File: src/rtl/mem_access_unit.sv
// Memory-stage access controller: request/ack handshake with data memory, store lane steering, load extraction.
// Optional MEM_MISALIGN_TRAP_EN: misaligned accesses skip the bus and raise out_misaligned.
module mem_access_unit #(
    parameter int BUS_WIDTH   = 64,
    parameter int REGFILE_LEN = 6
) (
    input  logic                   clk,
    input  logic                   rst,
    input  logic                   in_reg_write,
    input  logic                   in_mem_write,
    input  logic                   in_mem_read,
    input  logic                   in_mem_to_reg,
    input  logic [REGFILE_LEN-1:0] in_rd,
    input  logic [2:0]             in_funct3,
    input  logic [BUS_WIDTH-1:0]   in_alu_fpu_result,
    input  logic [BUS_WIDTH-1:0]   in_store_data,
    output logic                   dmem_req,
    output logic                   dmem_we,
    output logic [BUS_WIDTH-1:0]   dmem_addr,
    output logic [BUS_WIDTH-1:0]   dmem_wdata,
    output logic [7:0]             dmem_wstrb,
    input  logic                   dmem_ack,
    input  logic [BUS_WIDTH-1:0]   dmem_rdata,
    output logic                   stall,
    output logic                   out_reg_write,
    output logic                   out_mem_to_reg,
    output logic [REGFILE_LEN-1:0] out_rd,
    output logic [BUS_WIDTH-1:0]   out_alu_fpu_result,
    output logic [BUS_WIDTH-1:0]   out_load_data
`ifdef MEM_MISALIGN_TRAP_EN
    ,
    output logic                   out_misaligned
`endif
);

    // state | meaning
    // IDLE  | pass-through; latch request when an access is pending
    // WAIT  | dmem_req held until dmem_ack
    // DONE  | result valid, no stall; EX/MEM advances on this edge
    typedef enum logic [1:0] {S_IDLE, S_WAIT, S_DONE} state_t;

    state_t         state_q, state_d;
    logic           pending, trap;
    logic [2:0]     size_mask, lane_off, off_q, funct3_q;
    logic [7:0]     strb;
    logic [BUS_WIDTH-1:0] rd_shift, load_ext;
    logic           misaligned_q;

    assign pending = in_mem_read | in_mem_write;

    always_comb begin
        size_mask = 3'b111;
        strb      = 8'hFF;
        case (in_funct3[1:0])
            2'd0: begin size_mask = 3'b000; strb = 8'h01 << lane_off; end
            2'd1: begin size_mask = 3'b001; strb = 8'h03 << lane_off; end
            2'd2: begin size_mask = 3'b011; strb = 8'h0F << lane_off; end
            default: begin size_mask = 3'b111; strb = 8'hFF; end
        endcase
    end

    // Dropping the sub-size offset bits makes a misaligned access land on its natural lane.
    assign lane_off = in_alu_fpu_result[2:0] & ~size_mask;

`ifdef MEM_MISALIGN_TRAP_EN
    assign trap = |(in_alu_fpu_result[2:0] & size_mask);
`else
    assign trap = 1'b0;
`endif

    always_comb begin
        state_d = state_q;
        case (state_q)
            S_IDLE:  if (pending) state_d = trap ? S_DONE : S_WAIT;
            S_WAIT:  if (dmem_ack) state_d = S_DONE;
            S_DONE:  state_d = S_IDLE;
            default: state_d = S_IDLE;
        endcase
    end

    assign rd_shift = dmem_rdata >> {off_q, 3'b000};

    always_comb begin
        load_ext = rd_shift;
        case (funct3_q)
            3'b000:  load_ext = {{56{rd_shift[7]}},  rd_shift[7:0]};
            3'b001:  load_ext = {{48{rd_shift[15]}}, rd_shift[15:0]};
            3'b010:  load_ext = {{32{rd_shift[31]}}, rd_shift[31:0]};
            3'b100:  load_ext = {56'd0, rd_shift[7:0]};
            3'b101:  load_ext = {48'd0, rd_shift[15:0]};
            3'b110:  load_ext = {32'd0, rd_shift[31:0]};
            default: load_ext = rd_shift;
        endcase
    end

    always_ff @(posedge clk or negedge rst) begin
        if (!rst) begin
            state_q       <= S_IDLE;
            dmem_req      <= 1'b0;
            dmem_we       <= 1'b0;
            dmem_addr     <= '0;
            dmem_wdata    <= '0;
            dmem_wstrb    <= 8'h00;
            funct3_q      <= 3'b000;
            off_q         <= 3'b000;
            out_load_data <= '0;
            misaligned_q  <= 1'b0;
        end else begin
            state_q      <= state_d;
            misaligned_q <= (state_q == S_IDLE) && pending && trap;
            if (state_q == S_IDLE && pending && !trap) begin
                dmem_req   <= 1'b1;
                dmem_we    <= in_mem_write;
                dmem_addr  <= {in_alu_fpu_result[BUS_WIDTH-1:3], 3'b000};
                dmem_wdata <= in_store_data << {lane_off, 3'b000};
                dmem_wstrb <= strb;
                funct3_q   <= in_funct3;
                off_q      <= lane_off;
            end
            if (state_q == S_WAIT && dmem_ack) begin
                dmem_req <= 1'b0;
                if (!dmem_we) out_load_data <= load_ext;
            end
        end
    end

    assign stall              = (state_q == S_IDLE && pending) || (state_q == S_WAIT);
    assign out_rd             = in_rd;
    assign out_mem_to_reg     = in_mem_to_reg;
    assign out_alu_fpu_result = in_alu_fpu_result;

`ifdef MEM_MISALIGN_TRAP_EN
    assign out_misaligned = misaligned_q;
    assign out_reg_write  = in_reg_write & ~stall & ~misaligned_q;
`else
    assign out_reg_write  = in_reg_write & ~stall;
`endif

endmodule

File: config.mk
export PLATFORM = sky130hd
export DESIGN_NAME = mem_access_unit
export DESIGN_NICKNAME = d
export VERILOG_FILES = /design/src/rtl/mem_access_unit.sv
export SDC_FILE = /design/constraint.sdc
export NUM_CORES = 1
export LEC_CHECK = 0
export BUFFER_PORTS_ARGS = -buffer_cell sky130_fd_sc_hd__buf_2
export CORE_AREA = 2 2 187 189
export CTS_CLUSTER_DIAMETER = 80
export DETAILED_ROUTE_END_ITERATION = 6
export DIE_AREA = 0 0 189 191
export SYNTH_ARGS = -nofsm -noshare
export SYNTH_HDL_FRONTEND = slang
export SYNTH_SLANG_ARGS = --single-unit
File: constraint.sdc
create_clock -name clk -period 2.45 [get_ports clk]
set_clock_uncertainty 0.2 [all_clocks]
set_input_delay 0.1225 -clock clk [delete_from_list [all_inputs] [get_ports clk]]
set_output_delay 0.1225 -clock clk [all_outputs]
set_load 0.005 [all_outputs]
### Word-level counts from Yosys, hierarchy flattened

Index checks and enable logic that the tools add are counted.

| storage, ports and cells | value |
|---|---|
| bits in registers | 207 |
| bits of input ports | 208 |

| cells by class | value |
|---|---|
| equality and inequality tests | 10 |
| shift operators | 5 |
| multiplexer cells | 8 |
| bitwise logic cells | 6 |
| reduce and logical (&&, ||, !) cells | 9 |

Operators with widths:

| cell | count |
|---|---|
| case mux 64 bit (6 select lines) | 1 |
| left shift 64 x 6 -> 64 bit | 1 |
| >> shifter 64 x 6 -> 64 bit | 1 |
| case mux 8 bit (3 select lines) | 1 |
| == test 3 bit, second input constant | 3 |
| case mux 3 bit (3 select lines) | 1 |
| left shift 1 x 3 -> 8 bit, first input constant | 1 |
| left shift 2 x 3 -> 8 bit, first input constant | 1 |
| left shift 4 x 3 -> 8 bit, first input constant | 1 |
| == test 2 x 1 -> 1 bit, second input constant | 2 |
| zero test 2 bit | 2 |
| two-way mux 2 bit | 2 |
| inequality test 2 bit, second input constant | 2 |
| case mux 2 bit (2 select lines) | 1 |
| AND reduction 2 bit | 2 |
| AND 3 bit | 1 |
| == test 3 x 1 -> 1 bit, second input constant | 1 |
| == test 3 x 2 -> 1 bit, second input constant | 1 |
| zero test 3 bit | 1 |
| inverter 3 bit | 1 |
| == test 2 bit, second input constant | 1 |
| logical AND 1 bit | 2 |
| two-way mux 1 bit | 2 |
| inverter 1 bit | 2 |
| other kinds (4) | 4 |

### Logic depth before layout (Yosys ltp)

| logic depth | value |
|---|---|
| word-level depth | 6 |
| depth in mapped cells | 10 |

### Worst setup path after synthesis

Ideal clock, no wire load.

| path | value |
|---|---|
| path type | flip-flop to flip-flop |
| start point | register off_q[1] |
| end point | register out_load_data[55] |
| library setup time | 122 ps |
| data arrival time | 1,637 ps |
| required time | 2,128 ps |
| path slack | 492 ps |
| cell stages (with the launch flop) | 8 |
| buffers on the path | 2 |
| period minus slack after synthesis | 1,958 ps |
| cell sequence | dfrtp_1 > buf_6 > mux2_4 > o22ai_4 > nor4_4 > nor3_4 > buf_6 > a21oi_2 |

| on the way | value |
|---|---|
| longest elaborated chain between the ends | 2 |

Ends and longest elaborated chain:

| element | line | source |
|---|---|---|
| from (decl) | 44 | `logic [2:0] size_mask, lane_off, off_q, funct3_q;` |
| from (signal assigned) | 118 | `off_q <= lane_off;` |
| >> shifter 64 x 6 -> 64 bit | 81 | `assign rd_shift = dmem_rdata >> {off_q, 3'b000};` |
| case mux 64 bit (6 select lines) | 85 | `case (funct3_q)` |
| to (signal assigned) | 122 | `if (!dmem_we) out_load_data <= load_ext;` |
| to (decl) | 29 | `output logic [BUS_WIDTH-1:0] out_load_data` |

Every way passes these cells.
A chain may end at the register's enable or synchronous reset.

### Worst setup path in the final report

| path | value |
|---|---|
| start point | input in_funct3[0] |
| end point | register dmem_wdata[36] |

| on the way | value |
|---|---|
| longest elaborated chain between the ends | 5 |
| elaborated cells between the ends (all ways) | 7 |

Ends and longest elaborated chain:

| element | line | source |
|---|---|---|
| from (decl) | 14 | `input logic [2:0] in_funct3,` |
| == test 2 bit, or another cell as far along | 54 | `case (in_funct3[1:0])` |
| case mux 3 bit (3 select lines) * | 54 |  |
| inverter 3 bit * | 63 | `assign lane_off = in_alu_fpu_result[2:0] & ~size_mask;` |
| AND 3 bit * | 63 |  |
| left shift 64 x 6 -> 64 bit * | 115 | `dmem_wdata <= in_store_data << {lane_off, 3'b000};` |
| to (signal assigned) | 115 |  |
| to (decl) | 20 | `output logic [BUS_WIDTH-1:0] dmem_wdata,` |

Every way passes the cells marked *; elsewhere a longest branch is shown, timed or not.

==> summary.md <==
| Metric | Value |
|---|---|
| Via count normalized by instance count | `5.24` |
| Share of cells above drive strength 1 | `36.9%` |
| Die Area | `0.0361 sq mm` |
| Remaining max-slew budget at the tightest pin | `54.0%` |
| Result of the run | `complete, no violations` |
| Clock transition at the registers of the reported paths | `0.06 ns` |
| Portion of the clock cycle consumed by the worst path in the final layout | `97.9%` |
| Detail-routed net length per standard cell | `21.6 um` |
| Setup slack after placement | `0.106 ns` |
| Remaining antenna violation count | `0` |
| HPWL after DPL | `35.0 mm` |
| Crit Reg-Reg Startpoint | `off_q[0]` |
| Worst path setup slack after routing | `0.0516 ns` |
| Die boundary width | `189 um` |
| Critical path type | `in2reg` |
| Achievable Freq | `417 MHz` |
| H-tree lvl count | `1` |
| Ant. Diodes | `0` |
| Startpoint of the tightest hold check path | `in_store_data[53]` |
| Ordered cell list for the critical path | `dlygate4sd3_1 > buf_2 > inv_2 > ha_2 > nand2b_1 > a21oi_2 > buf_12 > nor2_1 > a2111oi_0 > buf_4 > nor2_1` |
| Total Nets Final | `2030` |
| Min Tclk post-route | `2.40 ns` |
| Count of buffer and inverter cells on the critical path | `5` |
| Clock Sink Count | `207` |
| Area of the core region | `0.0341 sq mm` |
| Power per Cell Area | `1150 mW/mm^2` |
| Synthesized area per cell | `9.28 sq um` |
| First-pass GRT wire length | `71.4 mm` |
| Family of cells with the greatest summed delay on the critical path | `buffers and inverters` |
| Worst min-delay path class | `in2reg` |
| Peak supply drop | `0.699 mV` |
| Post-synthesis cell count | `1247` |
| Max cap viols | `0` |
| DRT iter0 DRCs | `991` |
| Cell row count | `68` |
| Critical path fanouts, max | `32` |
| Yosys cell types | `50` |
| Max stage delay on crit path | `0.57 ns` |
| Share of the core filled with cells in the final layout | `49.8%` |
| Post-route DRC violation count | `0` |
| Fillcell total | `3183` |
| Reported leakage power | `8.34 nW` |
| Total iterations of the first detailed-routing run | `5` |
| Standard cell with the maximum stage delay on the critical path | `a2111oi_0` |
| Initial antenna violation count | `1` |
| Maximum count of clock buffers along a single path | `3` |
| Max-slew violation total from the final report | `0` |
| Setup-failing EPs final | `0` |
| Number of storage elements in the synthesis netlist | `207` |
| Skew-Pair Late Insertion Delay | `0.53 ns` |
| Count of vias placed by the detailed router | `12000` |
| Setup TNS | `0 ns` |
| Number of failing hold endpoints at the final stage | `0` |
| Total CTS buffers | `25` |
| Combined area of all synthesized cells | `0.0116 sq mm` |
| Sequential share of the synthesized area | `44.7%` |
| Count of warnings emitted by yosys | `0` |
| Area growth from synthesis to layout | `46.8%` |
| Height of the chip | `191 um` |
| Maximum number of pins on one net before global-route repair | `70` |
| Critical path startpoint category | `input port` |
| Starting Density | `33.9%` |
| Global route overflow | `0` |
| Count of buffers from port buffering | `465` |
| Crit path capture type | `flop` |
| Worst path required time | `2.67 ns` |
| Last weighted congestion value of the routability-driven placer | `0.954` |
| Worst Hold Slack | `0.0134 ns` |
| Worst setup path startpoint | `in_funct3[0]` |
| Number of global-route vias before repair | `11900` |
| Boundary pin count | `483` |
| Total Routing Usage GR | `25.6%` |
| Slew at the pin with the worst max-slew slack | `0.690 ns` |
| CP Data Arrival Time | `2.62 ns` |
| Clock tree from TritonCTS | `done` |
| Cell mode on critical path | `nor2_1` |
| Cell at the root of the clock tree | `clkbuf_16` |
| Final wirelength | `49.4 mm` |
[repair_timing]
item	in CTS	in global routing
setup endpoints to repair	0	17
setup buffers	0	15
endpoints found under the hold margin	385	0
hold buffers	172	0
resized for setup	0	17
[cells in the mapped netlist, drive strengths merged]
master   number  share of area (%)
o31ai         3               0.19
and2          2               0.11
nand2       274                8.9
nor4          2               0.29
o22a          6               0.45
o211ai        4               0.26
nor3          3               0.37
mux2i        89                7.7
o2bb2ai      15                1.1
a21oi       135                6.8
nand3b        1              0.065
conb          1              0.032
o22ai        22                1.4
nand2b        7               0.38
buf         117                7.1
nor3b         1              0.065
nand3         1              0.043
a2111oi       8               0.61
a221oi        2               0.15
o32a          8               0.69
inv           7               0.25
or2           4               0.22
a31oi        16               0.86
o21ai        33                1.4
nor2        122                4.0
and3          3               0.16
mux4         14                2.7
or3           1              0.054
dfrtp       207                 45
nor2b        11               0.59
mux2         26                2.6
o311a         1              0.086
o21a          2               0.13
o221ai        7               0.53
clkbuf       47                1.5
a211oi       17                1.1
ha            4               0.43
a22o         24                1.8
[kinds of logic after synthesis]
group           Yosys count  share of synthesized area, %
simple gates            432                          15.3
compound gates          303                          17.7
flops                   207                          44.7
buf+inv                 171                          8.84
mux                     129                          13.0
fa+ha+maj                 4                         0.432
other cells               1                        0.0324
[registers in the layout (all words and copies together) (netlist names), 2 cells and up]
register	flops
dmem_addr	61
dmem_wdata	64
dmem_wstrb	8
funct3_q	3
off_q	3
out_load_data	64
state_q	2
[worst reg2reg max path, cell delays in order (launching register included)]
cell and delay (ns):
dfrtp_2 0.50, buf_16 0.25, mux4_2 0.53, dlygate4sd3_1 0.57
nand2_1 0.10, a31oi_1 0.09
[stage by stage]
stage	cells	total power, W	cell area [sq um]
floorplan	1249	0.0110	11600
CTS	2272	0.0194	16700
finish	2290	0.0195	17000
detailed placement	2056	0.0149	14100
global placement	2056	0.0148	14100
global route	2290	0.0208	17000
[worst paths after layout]
check                              endpoint  cells past startpoint  slack, ns
min                          dmem_wdata[53]                      5       0.01
min in group asynchronous       funct3_q[0]                      4       0.52
min reg2reg                    dmem_addr[5]                      2       0.27
max                          dmem_wdata[36]                     11       0.05
max in group asynchronous     dmem_addr[56]                      4       1.16
max reg2reg                out_load_data[5]                      5       0.10
[power breakdown]
group          internal (W)  switching [W]
clock               0.00250        0.00152
combinational       0.00408        0.00516
sequential          0.00512        0.00112
total                0.0117        0.00780
[routing by layer]
layer / up-vias / track usage [%] / wire length [um]
met5: - / 0 / 0
met4: 0 / 10.8 / 2150
met3: 114 / 4.94 / 4220
met2: 712 / 44.1 / 24100
met1: 5758 / 31.4 / 18900
li1: 5410 / - / -
[area by class of cell]
class	instances	area, sq um	share of cell area (%)
clock inverters	7	138	0.810
clock buffers	37	741	4.36
repair buffers	706	4870	28.7
multi-input cells	871	5460	32.1
inverters	7	28.8	0.169
flip-flops and latches	207	5180	30.5
well taps	455	569	3.35
[placed cells by master, fill, tap and decap left out, types with 7 or more instances in the layout]
cell	n
dfrtp_1	205
nand2b_1	7
nor2b_1	11
mux4_2	14
buf_4	49
o21ai_0	31
o2bb2ai_1	15
mux2i_1	88
clkbuf_16	29
o32a_1	8
o221ai_1	7
clkbuf_8	7
a31oi_1	16
dlygate4sd3_1	170
a21oi_1	103
nand2_1	272
a211oi_1	17
a21oi_2	32
o22ai_1	20
buf_2	464
nor2_1	117
mux2_2	23
buf_12	15
a22o_1	24
(Power assumes the default switching activity.)
